==> src/rtl/operand_sequencer.sv <==
// operand_sequencer: serial operand loader and result return stage for the
// multi-cycle add/sub datapath. Collects a, b, c, d (plus mode) over a byte
// stream, pulses start, waits for the datapath's done edge or a timeout, and
// hands the result back over a valid/ready handshake.
module operand_sequencer #(
  parameter int TIMEOUT = 64,
  parameter int CNT_W   = 8
) (
  input  logic       clock,
  input  logic       reset,
  input  logic       in_valid,
  output logic       in_ready,
  input  logic [7:0] in_data,
  input  logic       in_mode,
  output logic [7:0] a,
  output logic [7:0] b,
  output logic [7:0] c,
  output logic [7:0] d,
  output logic       mode,
  output logic       start,
  input  logic       done,
  input  logic [7:0] result,
  output logic       out_valid,
  input  logic       out_ready,
  output logic [7:0] out_data,
  output logic       out_error,
  output logic       busy
);

  typedef enum logic [1:0] {
    S_LOAD   = 2'd0,
    S_ISSUE  = 2'd1,
    S_WAIT   = 2'd2,
    S_OUTPUT = 2'd3
  } state_t;

  localparam logic [CNT_W-1:0] CNT_LAST = CNT_W'(TIMEOUT - 1);
  localparam logic [CNT_W-1:0] CNT_ONE  = CNT_W'(1);

  state_t           state, state_n;
  logic [1:0]       idx, idx_n;
  logic [7:0]       a_n, b_n, c_n, d_n;
  logic             mode_n;
  logic             start_n;
  logic             out_valid_n;
  logic [7:0]       out_data_n;
  logic             out_error_n;
  logic             busy_n;
  logic [CNT_W-1:0] cnt, cnt_n, cnt_inc;
  logic             done_q;
  logic             done_edge;

  // Only a fresh low-to-high transition of done counts as completion.
  assign done_edge = done & ~done_q;
  assign cnt_inc   = cnt + CNT_ONE;

  // Operand bytes are accepted only while loading.
  assign in_ready = (state == S_LOAD);

  // Next-state and next-output computation; every register holds by default.
  always_comb begin
    state_n     = state;
    idx_n       = idx;
    a_n         = a;
    b_n         = b;
    c_n         = c;
    d_n         = d;
    mode_n      = mode;
    out_valid_n = out_valid;
    out_data_n  = out_data;
    out_error_n = out_error;
    cnt_n       = cnt;

    unique case (state)
      S_LOAD: begin
        if (in_valid) begin
          unique case (idx)
            2'd0: begin
              a_n    = in_data;
              mode_n = in_mode;
            end
            2'd1: b_n = in_data;
            2'd2: c_n = in_data;
            2'd3: d_n = in_data;
          endcase
          if (idx == 2'd3) begin
            idx_n   = 2'd0;
            state_n = S_ISSUE;
          end else begin
            idx_n = idx + 2'd1;
          end
        end
      end

      S_ISSUE: begin
        cnt_n   = '0;
        state_n = S_WAIT;
      end

      S_WAIT: begin
        cnt_n = cnt_inc;
        // A done edge takes priority over a timeout landing in the same cycle.
        if (done_edge) begin
          out_data_n  = result;
          out_error_n = 1'b0;
          out_valid_n = 1'b1;
          state_n     = S_OUTPUT;
        end else if (cnt_inc == CNT_LAST) begin
          out_data_n  = '0;
          out_error_n = 1'b1;
          out_valid_n = 1'b1;
          state_n     = S_OUTPUT;
        end
      end

      S_OUTPUT: begin
        if (out_ready) begin
          out_valid_n = 1'b0;
          state_n     = S_LOAD;
        end
      end

      default: state_n = S_LOAD;
    endcase

    // start and busy are registered from the upcoming state so they line up
    // with the state they describe without any combinational output path.
    start_n = (state_n == S_ISSUE);
    busy_n  = !((state_n == S_LOAD) && (idx_n == 2'd0));
  end

  // State, operand and result registers with asynchronous reset.
  always_ff @(posedge clock or posedge reset) begin
    if (reset) begin
      state     <= S_LOAD;
      idx       <= '0;
      a         <= '0;
      b         <= '0;
      c         <= '0;
      d         <= '0;
      mode      <= 1'b0;
      start     <= 1'b0;
      out_valid <= 1'b0;
      out_data  <= '0;
      out_error <= 1'b0;
      busy      <= 1'b0;
      cnt       <= '0;
    end else begin
      state     <= state_n;
      idx       <= idx_n;
      a         <= a_n;
      b         <= b_n;
      c         <= c_n;
      d         <= d_n;
      mode      <= mode_n;
      start     <= start_n;
      out_valid <= out_valid_n;
      out_data  <= out_data_n;
      out_error <= out_error_n;
      busy      <= busy_n;
      cnt       <= cnt_n;
    end
  end

  // done history for edge detection, tracked in every state.
  always_ff @(posedge clock or posedge reset) begin
    if (reset) begin
      done_q <= 1'b0;
    end else begin
      done_q <= done;
    end
  end

endmodule

==> config.mk <==
export PLATFORM = sky130hd
export DESIGN_NAME = operand_sequencer
export DESIGN_NICKNAME = d
export VERILOG_FILES = /design/src/rtl/operand_sequencer.sv
export SDC_FILE = /design/constraint.sdc
export NUM_CORES = 1
export LEC_CHECK = 0
export CAP_MARGIN = 20
export CORE_MARGIN = 2
export CORE_UTILIZATION = 47
export DETAILED_ROUTE_END_ITERATION = 8
export GPL_TIMING_DRIVEN = 0
export HOLD_SLACK_MARGIN = 0.1
export PLACE_DENSITY = 0.73
export SKIP_CTS_REPAIR_TIMING = 1
export SLEW_MARGIN = 25
export SYNTH_ARGS = -nofsm -noshare
export SYNTH_HDL_FRONTEND = slang
export SYNTH_SLANG_ARGS = --single-unit
==> constraint.sdc <==
create_clock -name clock -period 4.8 [get_ports clock]
set_clock_uncertainty 0.2 [all_clocks]
set_input_delay 0.96 -clock clock [delete_from_list [all_inputs] [get_ports clock]]
set_output_delay 0.96 -clock clock [all_outputs]
set_load 0.03 [all_outputs]
After elaboration in Yosys (flattened, before gate mapping)
Cells that the tools add are included.
{"block": "word_totals", "register_bits": 58, "out_inout_bits": 46, "wordCells": 60}
{"block": "classes", "addsub": 2, "n_eq_ne": 10, "mux": 17, "bitwise": 2, "reduce_logical": 15}
{"op": "$mux 2", "count": 8}
{"op": "$mux 8", "count": 2}
{"op": "$pmux 8 s2", "count": 1}
{"op": "$reduce_and 3->1", "count": 5}
{"op": "$add 8x1->8 const B", "count": 1}
{"op": "$eq 2x2->1 const B", "count": 4}
{"op": "$eq 8x6->1 const B", "count": 1}
{"op": "$logic_not 2->1", "count": 4}
{"op": "$pmux 2 s4", "count": 1}
{"op": "$eq 2x1->1 const B", "count": 3}
{"op": "$reduce_bool 2->1", "count": 3}
{"op": "$mux 1", "count": 4}
{"op": "$ne 3x3->1 const B", "count": 1}
{"op": "$add 2x1->2 const B", "count": 1}
{"op": "$ne 2x2->1 const B", "count": 1}
{"op": "$pmux 1 s2", "count": 1}
{"op": "$reduce_and 2->1", "count": 1}
{"op": "$and 1x1->1", "count": 1}
{"op": "$logic_and 1x1->1", "count": 1}
{"op": "$logic_not 1->1", "count": 1}
{"op": "$not 1->1", "count": 1}

Logic depth before layout (Yosys ltp)
{"block": "depth", "ltp_word": 8, "ltp_mapped": 8, "mapped_depth_nobuf": 7}

Worst setup path before layout
Ideal clock, no wire load.
{"block": "synth_timing", "kind": "in2reg", "from": "input port in_valid", "to": "register a[0]", "setup_time_ns": 0.125, "arrival_time_ns": 1.814, "required_time_ns": 4.475, "setup_slack_ns": 2.661, "stages": 4, "cell_sequence": "and2_1 buf_2 nand2_1 mux2_2"}
{"block": "synth_via", "elab_chain_len": 1}
{"item": "start: declaration", "line": "11", "text": "input logic in_valid,"}
{"item": "$reduce_and 3->1 (no source line)"}
{"item": "end signal: assignment", "line": "151", "text": "a <= a_n;"}
{"item": "end: declaration", "line": "15", "text": "output logic [7:0] a,"}
Every way passes these cells.
A chain may end at the register's enable or synchronous reset.

Worst setup path after layout
{"block": "layout_timing", "from": "register state[0]", "to": "output port in_ready"}
{"block": "layout_via", "elab_chain_len": 1}
{"item": "start: declaration", "line": "40", "text": "state_t state, state_n;"}
{"item": "start signal: assignment", "line": "149", "text": "state <= state_n;"}
{"item": "$logic_not 2->1", "line": "58", "text": "assign in_ready = (state == S_LOAD);"}
{"item": "end: declaration", "line": "12", "text": "output logic in_ready,"}
Every way passes these cells.

==> results_dict.tcl <==
set metrics [dict create \
    cts_sinks 58 \
    netlist_area_um2 2630 \
    post-route-min-period_ns 3.07 \
    worstSetupStartpointType "register" \
    synth_async_sr_flop_share_pct 100 \
    tightest_slew_ns 0.534 \
    place_congestion 0.817 \
    synth_flop_cell "dfrtp_1" \
    power_per_cell_area_nw_per_um2 704 \
    insertion_delay_ns 0.33 \
    grt_usage_pct 18.9 \
    port_buffers 67 \
    cts.path.max_buffers 2 \
    hold_viol 0 \
    io_pins 68 \
    ir_drop_mv 0.500 \
    dr_total_vias 1925 \
    critPathKind "reg -> out" \
    slew_viol_final 0 \
    cts_tree "built" \
    power_switching_uw 1020 \
    syn-num-nets 254 \
    drive_gt1_share_pct 20.2 \
    floorplan.initialDensity_pct 48.3 \
    drc 0 \
    die_x_um 78.7 \
    crit_chain "inv_1 > ha_1 > clkdlybuf4s50_1" \
    drv_cap 0 \
    p_seq_share_pct 32.3 \
    n_antenna_cell 0 \
    slew_headroom_pct 64.3 \
    area_delta_synth_final_pct 37.7 \
    ys_types 44 \
    cp-end-kind "primary output" \
    status "finished clean" \
    worstPathArrival_ns 1.91 \
    synth_seq_area_share_pct 55.3 \
    crit_fanout 7 \
    grt_antenna_before_repair 0 \
    rsz0062_at_grt "false" \
    dieArea_um2 6200 \
    worstHoldPathType "reg -> reg" \
    synth_seq_cells 58 \
    grt_pass1_wl_mm 9.13 \
    hpwl_mm 3.75 \
    dr.pass1.iters 4 \
    htreeDepth 3 \
    power.leakage_uw 0.00159 \
    place_ws_ns 2.00 \
    drtAntennaViolNets 0 \
    overflow 0 \
    setup_ws_ns 1.73 \
    pwr-share-comb_pct 49.7 \
    via_per_inst 5.08 \
    setup_viol 0 \
    fin_tns_setup_ns 0 \
    syn_avg_cell_area_um2 11.8 \
    synth_edf_count 0 \
    worstPathRequired_ns 3.64 \
    fmax_mhz 325 \
    die_h_um 78.7 \
    critPathMaxStageDelay_ns 0.73 \
    num_rows 27 \
    internal_power_uw 1520 \
    power_frac_clock_pct 18.0 \
    wl_per_cell_um 14.0 \
    grt_max_degree 41 \
    clk_pin_slew_ns 0.06 \
    p_sw_share_pct 40.2 \
    ys_warn_count 0 \
    drt_wl_total_mm 5.29 \
    netlist_instances 223 \
    cts_inserted_buffers 9 \
    core-area_um2 5440 \
    clock-root-buffer "clkbuf_8" \
    grt_pass1_vias 1957 \
    fin_hold_ws_ns 0.284 \
    cp_slowest_cell "clkdlybuf4s50_1" \
    fin_crit_sh_pct 64.0 \
    fin_nets 333 \
    drtIter0Drc 125 \
]
## kinds of logic after synthesis
group | Yosys count | share of synthesized area [%]
fa+ha+maj | 9 | 4.29
buf+inv | 16 | 2.96
simple gates | 61 | 11.7
mux | 35 | 14.9
xor+xnor | 2 | 0.667
flops | 58 | 55.3
compound gates | 42 | 10.2
## stage by stage
stage | power [uW] | std cells | cell area, um2 | util, %
6_report | 2550 | 379 | 3610 | 66.4
5_1_grt | 2710 | 379 | 3610 | 66.4
4_1_cts | 2570 | 379 | 3610 | 66.4
3_5_place_dp | 2100 | 363 | 3410 | 62.7
3_3_place_gp | 2080 | 362 | 3390 | 62.2
2_1_floorplan | 1600 | 223 | 2630 | -
## layout make-up
cell class	count	area (um2)
Clock buffer	12	155
Clock inverter	4	50.0
Inverter	10	40.0
Fill cell	419	1830
Multi-Input combinational cell	149	1100
Timing Repair Buffer	68	691
Sequential cell	58	1450
Buffer	6	40.0
Tap cell	72	90.1
## flip-flops by register name (all words and copies together), names as in the netlist
signal / cells
a: 8
b: 8
c: 8
cnt: 8
d: 8
out_data: 8
idx: 2
state: 2
busy: 1
done_q: 1
mode: 1
out_error: 1
out_valid: 1
start: 1
## final timing paths
path / from / slack, ns / to / cells past startpoint
setup / recovery: state[0] / 1.73 / in_ready / 3
hold / removal: cnt[7] / 0.28 / cnt[7] / 1
setup reg to reg: state[0] / 2.54 / a[0] / 6
hold reg to reg: cnt[7] / 0.28 / cnt[7] / 1
max in group asynchronous: reset / 3.21 / cnt[7] / 3
min in group asynchronous: reset / 0.72 / out_data[3] / 2
## routing by layer
| metal | vias up | GRT usage, % | wire (um) |
|---|---|---|---|
| met3 | 5 | 7.95 | 447 |
| met5 | - | 0 | 0 |
| met4 | 0 | 5.26 | 38 |
| met2 | 55 | 30.3 | 2480 |
| met1 | 929 | 23.5 | 2330 |
| li1 | 936 | - | - |
## placed cells by master, fill, tap and decap left out, drive strengths merged, types with 2 or more instances in the layout
master         synthesis  layout
a21oi                  5       5
a22o                   2       2
a31oi                  2       2
and2                   4       4
and3                   2       2
buf                    5       6
clkbuf                 1      13
clkdlybuf4s50          0      67
clkinvlp               0       2
dfrtp                 58      58
ha                     9       9
inv                   10      10
mux2                  33      33
mux2i                  2       2
nand2                 33      33
nand2b                 3       3
nand3                  5       5
nor2                   5       5
nor2b                  2       2
o21a                   3       3
o21ai                 18      18
o22ai                  2       2
o2bb2ai                2       2
o31ai                  2       2
xnor2                  2       2
## power by group through the flow
stage / Sequential (uW) / Combinational (uW) / Clock (uW)
6_report: 821 / 1270 / 458
5_1_grt: 855 / 1360 / 487
4_1_cts: 824 / 1280 / 471
3_5_place_dp: 831 / 1270 / 0
3_3_place_gp: 821 / 1260 / 0
2_1_floorplan: 1170 / 426 / 0
## critical path, delay by kind of cell, from the launching register on
family | cells | cell delay (ns)
flops | 1 | 0.45
buf+inv | 2 | 0.84
fa+ha+maj | 1 | 0.30
## Yosys cell counts, types with 2 or more instances
library cell | number | area [um2]
o21a_1 | 3 | 22.5
buf_2 | 2 | 10.0
mux2_2 | 33 | 372
dfrtp_1 | 58 | 1450
o22ai_1 | 2 | 12.5
a21oi_1 | 5 | 25.0
nor2_1 | 5 | 18.8
o31ai_1 | 2 | 15.0
buf_6 | 2 | 22.5
and2_1 | 3 | 18.8
o21ai_0 | 16 | 80.1
nand3_1 | 4 | 20.0
o2bb2ai_1 | 2 | 17.5
xnor2_1 | 2 | 17.5
ha_1 | 9 | 113
inv_1 | 10 | 37.5
nand2_1 | 33 | 124
nand2b_1 | 3 | 18.8
a31oi_1 | 2 | 12.5
mux2i_1 | 2 | 20.0
a22o_1 | 2 | 17.5
(Power assumes the default switching activity.)
